<file path="config.mk">
export PLATFORM = sky130hd
export DESIGN_NAME = fetch_stage_flat
export DESIGN_NICKNAME = d
export VERILOG_FILES = /design/src/rtl/fetch_stage_pkg.sv /design/src/rtl/fetch_stage_if.sv /design/src/rtl/fetch_stage_ifid_register.sv /design/src/rtl/fetch_stage.sv /design/src/flat_wrapper.sv
export SDC_FILE = /design/constraint.sdc
export NUM_CORES = 1
export LEC_CHECK = 0
export BUFFER_PORTS_ARGS = -buffer_cell sky130_fd_sc_hd__buf_4
export CAP_MARGIN = 20
export CORE_MARGIN = 2
export CORE_UTILIZATION = 49
export CTS_BUF_LIST = sky130_fd_sc_hd__clkbuf_4 sky130_fd_sc_hd__clkbuf_8
export CTS_CLUSTER_SIZE = 24
export DETAILED_ROUTE_END_ITERATION = 7
export PLACE_DENSITY = 0.86
export SYNTH_ARGS = -nofsm -noshare
export SYNTH_HDL_FRONTEND = slang
export SYNTH_SLANG_ARGS = --single-unit
</file>
<file path="constraint.sdc">
create_clock -name clk -period 2.5 [get_ports clk]
set_input_delay 0.375 -clock clk [delete_from_list [all_inputs] [get_ports clk]]
set_output_delay 0.375 -clock clk [all_outputs]
set_load 0.02 [all_outputs]
</file>
<file path="src/rtl/fetch_stage_pkg.sv">
// Shared constants, state encoding and IF/ID payload for the fetch stage.
package fetch_stage_pkg;

    localparam int unsigned XLEN            = 32;
    localparam int unsigned IMEM_WORDS      = 128;
    localparam logic [XLEN-1:0] DEFAULT_RESET_PC = 32'h0000_0000;
    localparam logic [XLEN-1:0] NOP_WORD         = 32'h0000_0000;

    typedef enum logic {
        RUN  = 1'b0,
        HALT = 1'b1
    } fetch_state_t;

    typedef struct packed {
        logic [XLEN-1:0] instruction;
        logic [XLEN-1:0] pc_plus4;
        logic            valid;
    } ifid_t;

    // Word-align a branch/jump target before it enters the PC.
    function automatic logic [XLEN-1:0] align_word(input logic [XLEN-1:0] target);
        return {target[XLEN-1:2], 2'b00};
    endfunction

endpackage

</file>
<file path="src/rtl/fetch_stage_if.sv">
// Fetch-stage bus: hazard/redirect controls in, memory address and IF/ID register out.
interface fetch_stage_if;
    import fetch_stage_pkg::*;

    logic            stall;
    logic            redirect;
    logic [XLEN-1:0] redirect_target;
    logic [XLEN-1:0] instruction;
    logic [XLEN-1:0] address;
    logic [XLEN-1:0] ifid_instruction;
    logic [XLEN-1:0] ifid_pc_plus4;
    logic            ifid_valid;
    logic            halted;

    modport master (
        input  stall, redirect, redirect_target, instruction,
        output address, ifid_instruction, ifid_pc_plus4, ifid_valid, halted
    );

    modport slave (
        output stall, redirect, redirect_target, instruction,
        input  address, ifid_instruction, ifid_pc_plus4, ifid_valid, halted
    );

endinterface

</file>
<file path="src/rtl/fetch_stage_ifid_register.sv">
// IF/ID pipeline latch: flush inserts a bubble, load captures, hold (or idle) keeps.
module ifid_register
    import fetch_stage_pkg::*;
#(
    parameter logic [XLEN-1:0] NOP = NOP_WORD
) (
    input  logic            clk,
    input  logic            reset,
    input  logic            load,
    input  logic            flush,
    input  logic            hold,
    input  logic [XLEN-1:0] instruction_in,
    input  logic [XLEN-1:0] pc_plus4_in,
    output ifid_t           q
);

    // A bubble keeps the previous PC+4 so only the instruction and valid bit change.
    always_ff @(posedge clk) begin
        if (reset) begin
            q.instruction <= NOP;
            q.pc_plus4    <= '0;
            q.valid       <= 1'b0;
        end else if (flush) begin
            q.instruction <= NOP;
            q.valid       <= 1'b0;
        end else if (load && !hold) begin
            q.instruction <= instruction_in;
            q.pc_plus4    <= pc_plus4_in;
            q.valid       <= 1'b1;
        end
    end

endmodule

</file>
<file path="src/rtl/fetch_stage.sv">
// Instruction fetch: PC, next-PC selection, RUN/HALT control and the IF/ID register.
// Optional build macro FETCH_DELAY_SLOT_EN keeps the delay-slot word on a redirect.
module fetch_stage
    import fetch_stage_pkg::*;
#(
    parameter logic [XLEN-1:0] RESET_PC       = DEFAULT_RESET_PC,
    parameter int unsigned     IMEM_DEPTH     = IMEM_WORDS,
    parameter logic [XLEN-1:0] NOP            = NOP_WORD
) (
    input  logic          clk,
    input  logic          reset,
    fetch_stage_if.master bus
);

    localparam logic [XLEN-1:0] IMEM_BYTES = XLEN'(IMEM_DEPTH * 4);

    logic [XLEN-1:0] pc;
    logic [XLEN-1:0] pc_plus4;
    logic [XLEN-1:0] redirect_pc;
    logic            in_range;
    fetch_state_t    state;
    logic            ifid_load;
    logic            ifid_flush;
    logic            ifid_hold;
    ifid_t           ifid;

    assign pc_plus4    = pc + XLEN'(4);
    assign in_range    = (pc < IMEM_BYTES);
    assign redirect_pc = align_word(bus.redirect_target);

    // IF/ID control; priority is halt, redirect, stall, then normal advance.
    always_comb begin
        ifid_load  = 1'b0;
        ifid_flush = 1'b0;
        ifid_hold  = 1'b0;
        if (state == HALT) begin
            ifid_flush = 1'b1;
        end else if (bus.redirect) begin
`ifdef FETCH_DELAY_SLOT_EN
            if (bus.stall) begin
                ifid_hold = 1'b1;
            end else if (in_range) begin
                ifid_load = 1'b1;
            end else begin
                ifid_flush = 1'b1;
            end
`else
            ifid_flush = 1'b1;
`endif
        end else if (bus.stall) begin
            ifid_hold = 1'b1;
        end else if (in_range) begin
            ifid_load = 1'b1;
        end else begin
            ifid_flush = 1'b1;
        end
    end

    // PC and fetch state; HALT is left only through reset.
    always_ff @(posedge clk) begin
        if (reset) begin
            pc    <= RESET_PC;
            state <= RUN;
        end else if (state == RUN) begin
            if (bus.redirect) begin
                pc <= redirect_pc;
            end else if (!bus.stall) begin
                if (in_range) begin
                    pc <= pc_plus4;
                end else begin
                    state <= HALT;
                end
            end
        end
    end

    ifid_register #(
        .NOP (NOP)
    ) u_ifid (
        .clk            (clk),
        .reset          (reset),
        .load           (ifid_load),
        .flush          (ifid_flush),
        .hold           (ifid_hold),
        .instruction_in (bus.instruction),
        .pc_plus4_in    (pc_plus4),
        .q              (ifid)
    );

    assign bus.address          = pc;
    assign bus.ifid_instruction = ifid.instruction;
    assign bus.ifid_pc_plus4    = ifid.pc_plus4;
    assign bus.ifid_valid       = ifid.valid;
    assign bus.halted           = (state == HALT);

endmodule

</file>
<file path="src/flat_wrapper.sv">
// flat-port wrapper written by rule: the top's interface ports become plain ports
module fetch_stage_flat import fetch_stage_pkg::*;
#(
    parameter logic [XLEN-1:0] RESET_PC       = DEFAULT_RESET_PC,
    parameter int unsigned     IMEM_DEPTH     = IMEM_WORDS,
    parameter logic [XLEN-1:0] NOP            = NOP_WORD
)
  (clk, reset, bus_stall, bus_redirect, bus_redirect_target, bus_instruction, bus_address, bus_ifid_instruction, bus_ifid_pc_plus4, bus_ifid_valid, bus_halted);
  fetch_stage_if bus_i ();
  input  logic clk;
  input  logic reset;
  input wire logic [$bits(bus_i.stall)-1:0] bus_stall;
  input wire logic [$bits(bus_i.redirect)-1:0] bus_redirect;
  input wire logic [$bits(bus_i.redirect_target)-1:0] bus_redirect_target;
  input wire logic [$bits(bus_i.instruction)-1:0] bus_instruction;
  output wire logic [$bits(bus_i.address)-1:0] bus_address;
  output wire logic [$bits(bus_i.ifid_instruction)-1:0] bus_ifid_instruction;
  output wire logic [$bits(bus_i.ifid_pc_plus4)-1:0] bus_ifid_pc_plus4;
  output wire logic [$bits(bus_i.ifid_valid)-1:0] bus_ifid_valid;
  output wire logic [$bits(bus_i.halted)-1:0] bus_halted;
  assign bus_i.stall = bus_stall;
  assign bus_i.redirect = bus_redirect;
  assign bus_i.redirect_target = bus_redirect_target;
  assign bus_i.instruction = bus_instruction;
  assign bus_address = bus_i.address;
  assign bus_ifid_instruction = bus_i.ifid_instruction;
  assign bus_ifid_pc_plus4 = bus_i.ifid_pc_plus4;
  assign bus_ifid_valid = bus_i.ifid_valid;
  assign bus_halted = bus_i.halted;
  fetch_stage #(.RESET_PC(RESET_PC), .IMEM_DEPTH(IMEM_DEPTH), .NOP(NOP)) u_core (.clk(clk), .reset(reset), .bus(bus_i));
endmodule
</file>
==> flow_metrics.py <==
metrics = {
    "flow_run": {
        "drv_cap": 0,
    },
    "route": {
        "met1Wirelength_um": 3918,
        "drt_wl_total_um": 9292,
        "routed.top_layer": "met4",
        "drt_iter0_markers": 93,
        "routed-wl-met2_um": 4499,
        "avgRoutedWirePerCell_um": 13.71,
        "ant_nets": 0,
        "met3_length_um": 810,
        "via_per_inst": 5.071,
        "drtPass1Iterations": 4,
        "drc": 0,
        "num_vias": 3438,
    },
    "worst_hold_path": {
        "hold_end": "u_core.bus.address[13]",
        "hold_path_depth": 3,
        "hold_class": "in -> reg",
        "hp-start": "bus_redirect_target[13]",
    },
    "final_layout": {
        "drive_gt1_frac": 0.4306,
        "nFillCells": 633,
        "fin_nets": 640,
        "fin_area_um2": 5201,
        "num_antenna_cells": 0,
        "utilization": 0.6837,
        "syn2layout_area_growth_pct": 36.74,
        "fin_cells": 678,
    },
    "critical_path": {
        "max_stage_delay_ns": 0.57,
        "r2r-end": "u_core.u_ifid.q[49]",
        "cp_max_fo": 34,
        "regToRegSetupSlack_ns": 0.26,
        "worstSetupStartpointType": "flip-flop",
        "worstRegToRegCells": 6,
        "crit_type": "reg -> reg",
        "worstSetupEndpointType": "flip-flop",
        "worstPathCellList": "or4_1 -> or3_4 -> or4_4 -> buf_12 -> nand2_2 -> a21oi_2",
        "crit_slowest_cell": "or4_1",
        "arrival_ns": 2.45,
        "required_ns": 2.71,
        "timing.rr.start": "u_core.bus.address[12]",
    },
    "floorplan": {
        "io_pins": 166,
        "dieHeight_um": 92.11,
        "core_um2": 7607,
        "die-area_um2": 8483,
        "die_w_um": 92.11,
        "initial_core_util": 0.5000,
        "rows": 32,
    },
    "clocking": {
        "cts.clk_slew.worst_paths_ns": 0.09,
        "clock_path_buffers": 2,
        "ctsHtreeMaxLevel": 3,
        "cts_tree": "built",
        "clk-insertion-delay-late_ns": 0.35,
        "cts.sinks": 94,
        "cts-root-buf": "clkbuf_8",
        "cts_resized": 0,
        "cts_hold_buf": 0,
        "cts_made_buffers": 9,
        "postCtsSetupBuffers": 0,
    },
    "placed_design": {
        "postPlaceCellArea_um2": 5016,
        "portBuffers": 159,
        "dpl.hpwl_um": 6747,
        "routabilityCongestion": 0.8763,
        "placed_cells": 662,
    },
    "sta": {
        "hold_viol": 0,
        "tightest_slew_ns": 0.9334,
        "finalWorstPathRequiredPeriod_ns": 2.237,
        "final_max_slew_viol_count": 0,
        "whs_ns": 0.2628,
        "slew_headroom": 0.3754,
        "fin_crit_sh": 0.8950,
        "fin_setup_tns_ns": 0,
        "rsz0062_at_grt": "no",
        "max_freq_mhz": 446.9,
        "clock_skew_ns": 0.01171,
        "finalSetupViolCount": 0,
    },
    "yosys": {
        "avgSynthCellArea_um2": 8.971,
        "synth-seq-area-share": 0.4947,
        "synth.ff_latch_count": 94,
        "yosysUniqueCellTypes": 42,
        "syn_inst": 424,
        "synthTopCellsByArea": "dfxtp_1, nand2_1, a21oi_2",
        "yosysTopAreaCell": "dfxtp_1",
        "yosys.area.top_type_share": 0.4947,
        "synth_area_um2": 3804,
        "ys_warn_count": 0,
    },
    "global_routing": {
        "overflow": 0,
        "grt_max_degree": 50,
        "grt_pass1_vias": 3288,
        "antenna_found_initial": 0,
        "grtUsageTotal": 0.2179,
        "grt_first_pass_wirelength_um": 15110,
    },
    "power": {
        "vdd_drop_max_mv": 0.3078,
        "cellLeakagePower_nw": 2.114,
        "power.density_nw_per_um2": 554.4,
    },
    "status": {
        "status": "complete, no violations",
    },
}
## report_power, final
part	internal, mW	switching (mW)	total [mW]
clock network	0.394	0.530	0.924
registers	1.53	0.0410	1.57
logic	0.176	0.211	0.387
total	2.10	0.782	2.88
## stage by stage
stage	setup slack (ns)	total power, mW
finish	0.2626	2.883
global route	0.1169	3.020
CTS	0.2382	2.916
detailed placement	0.2583	1.995
global placement	0.2807	1.987
floorplan	0.2239	1.820
## logic make-up (layout without fill, tap and decap cells)
| group | count (synthesis) | after routing | share of synthesized area |
|---|---|---|---|
| buf+inv | 35 | 184 | 0.05789 |
| simple gates | 193 | 193 | 0.2569 |
| flops | 94 | 94 | 0.4947 |
| fa+ha+maj | 1 | 1 | 0.003289 |
| other cells | 1 | 4 | 0.0009859 |
| mux | 2 | 2 | 0.005263 |
| compound gates | 93 | 93 | 0.1694 |
| xor+xnor | 5 | 5 | 0.01152 |
## worst max-delay path by stage
| stage | from | end | slack [ns] |
|---|---|---|---|
| floorplan | u_core.bus.address[13] | u_core.u_ifid.q[46] | 0.22 |
| global placement | u_core.bus.address[13] | u_core.u_ifid.q[14] | 0.28 |
| detailed placement | u_core.bus.address[11] | u_core.u_ifid.q[15] | 0.26 |
| CTS | u_core.bus.address[11] | u_core.u_ifid.q[14] | 0.24 |
| global route | u_core.bus.address[12] | u_core.u_ifid.q[31] | 0.12 |
| finish | u_core.bus.address[12] | u_core.u_ifid.q[49] | 0.26 |
## area by class of cell
cell class,count,area (µm²),area share
inverters,1,3.754,0.0007217
clock inverters,6,47.55,0.009141
multi-input cells,298,1724,0.3315
clock buffers,10,137.6,0.02646
flip-flops and latches,94,1882,0.3618
repair buffers,167,1279,0.2459
well taps,102,127.6,0.02454
## cells in the final DEF, fill, tap and decap left out, types with 10 or more instances in the layout
| cell | count |
|---|---|
| buf_4 | 165 |
| dfxtp_1 | 94 |
| nand2_1 | 76 |
| nand2_2 | 30 |
| a21oi_2 | 30 |
| a21oi_1 | 29 |
| and2_1 | 22 |
| nand3_1 | 20 |
| nor2_1 | 19 |
| clkbuf_8 | 10 |
## cell usage after synthesis, drive strengths merged
cell	n
and4	1
clkbuf	19
o21ai	9
clkinv	1
nand3b	1
ha	1
nand3	20
a22oi	5
a31oi	2
buf	15
xor2	3
a21oi	59
o31ai	6
and3	2
dfxtp	94
nand2b	4
nor2	19
conb	1
o41ai	4
a311oi	1
xnor2	2
mux2i	2
and2	22
or3	2
nor4	4
nand2	106
o21a	1
nand4	2
or4	4
a211oi	6
nor3	5
or3b	1
## metal layers
| layer | vias to the layer above | track usage |
|---|---|---|
| met3 | 4 | 0.05916 |
| met5 | - | 0 |
| met2 | 120 | 0.3652 |
| met4 | 0 | 0.07214 |
| li1 | 1732 | - |
| met1 | 1582 | 0.2719 |
## flip-flops by register name, summed over array words and instances (netlist names)
register / count
u_core.u_ifid.q: 63
u_core.bus.address: 30
u_core.bus.halted: 1
## critical path: cells and delay by family (launching register included)
| kind | cells | cell delay [ns] |
|---|---|---|
| compound gates | 1 | 0.06 |
| buf+inv | 1 | 0.20 |
| simple gates | 4 | 1.47 |
| flops | 1 | 0.36 |
Power figures use the tool's default switching activity.
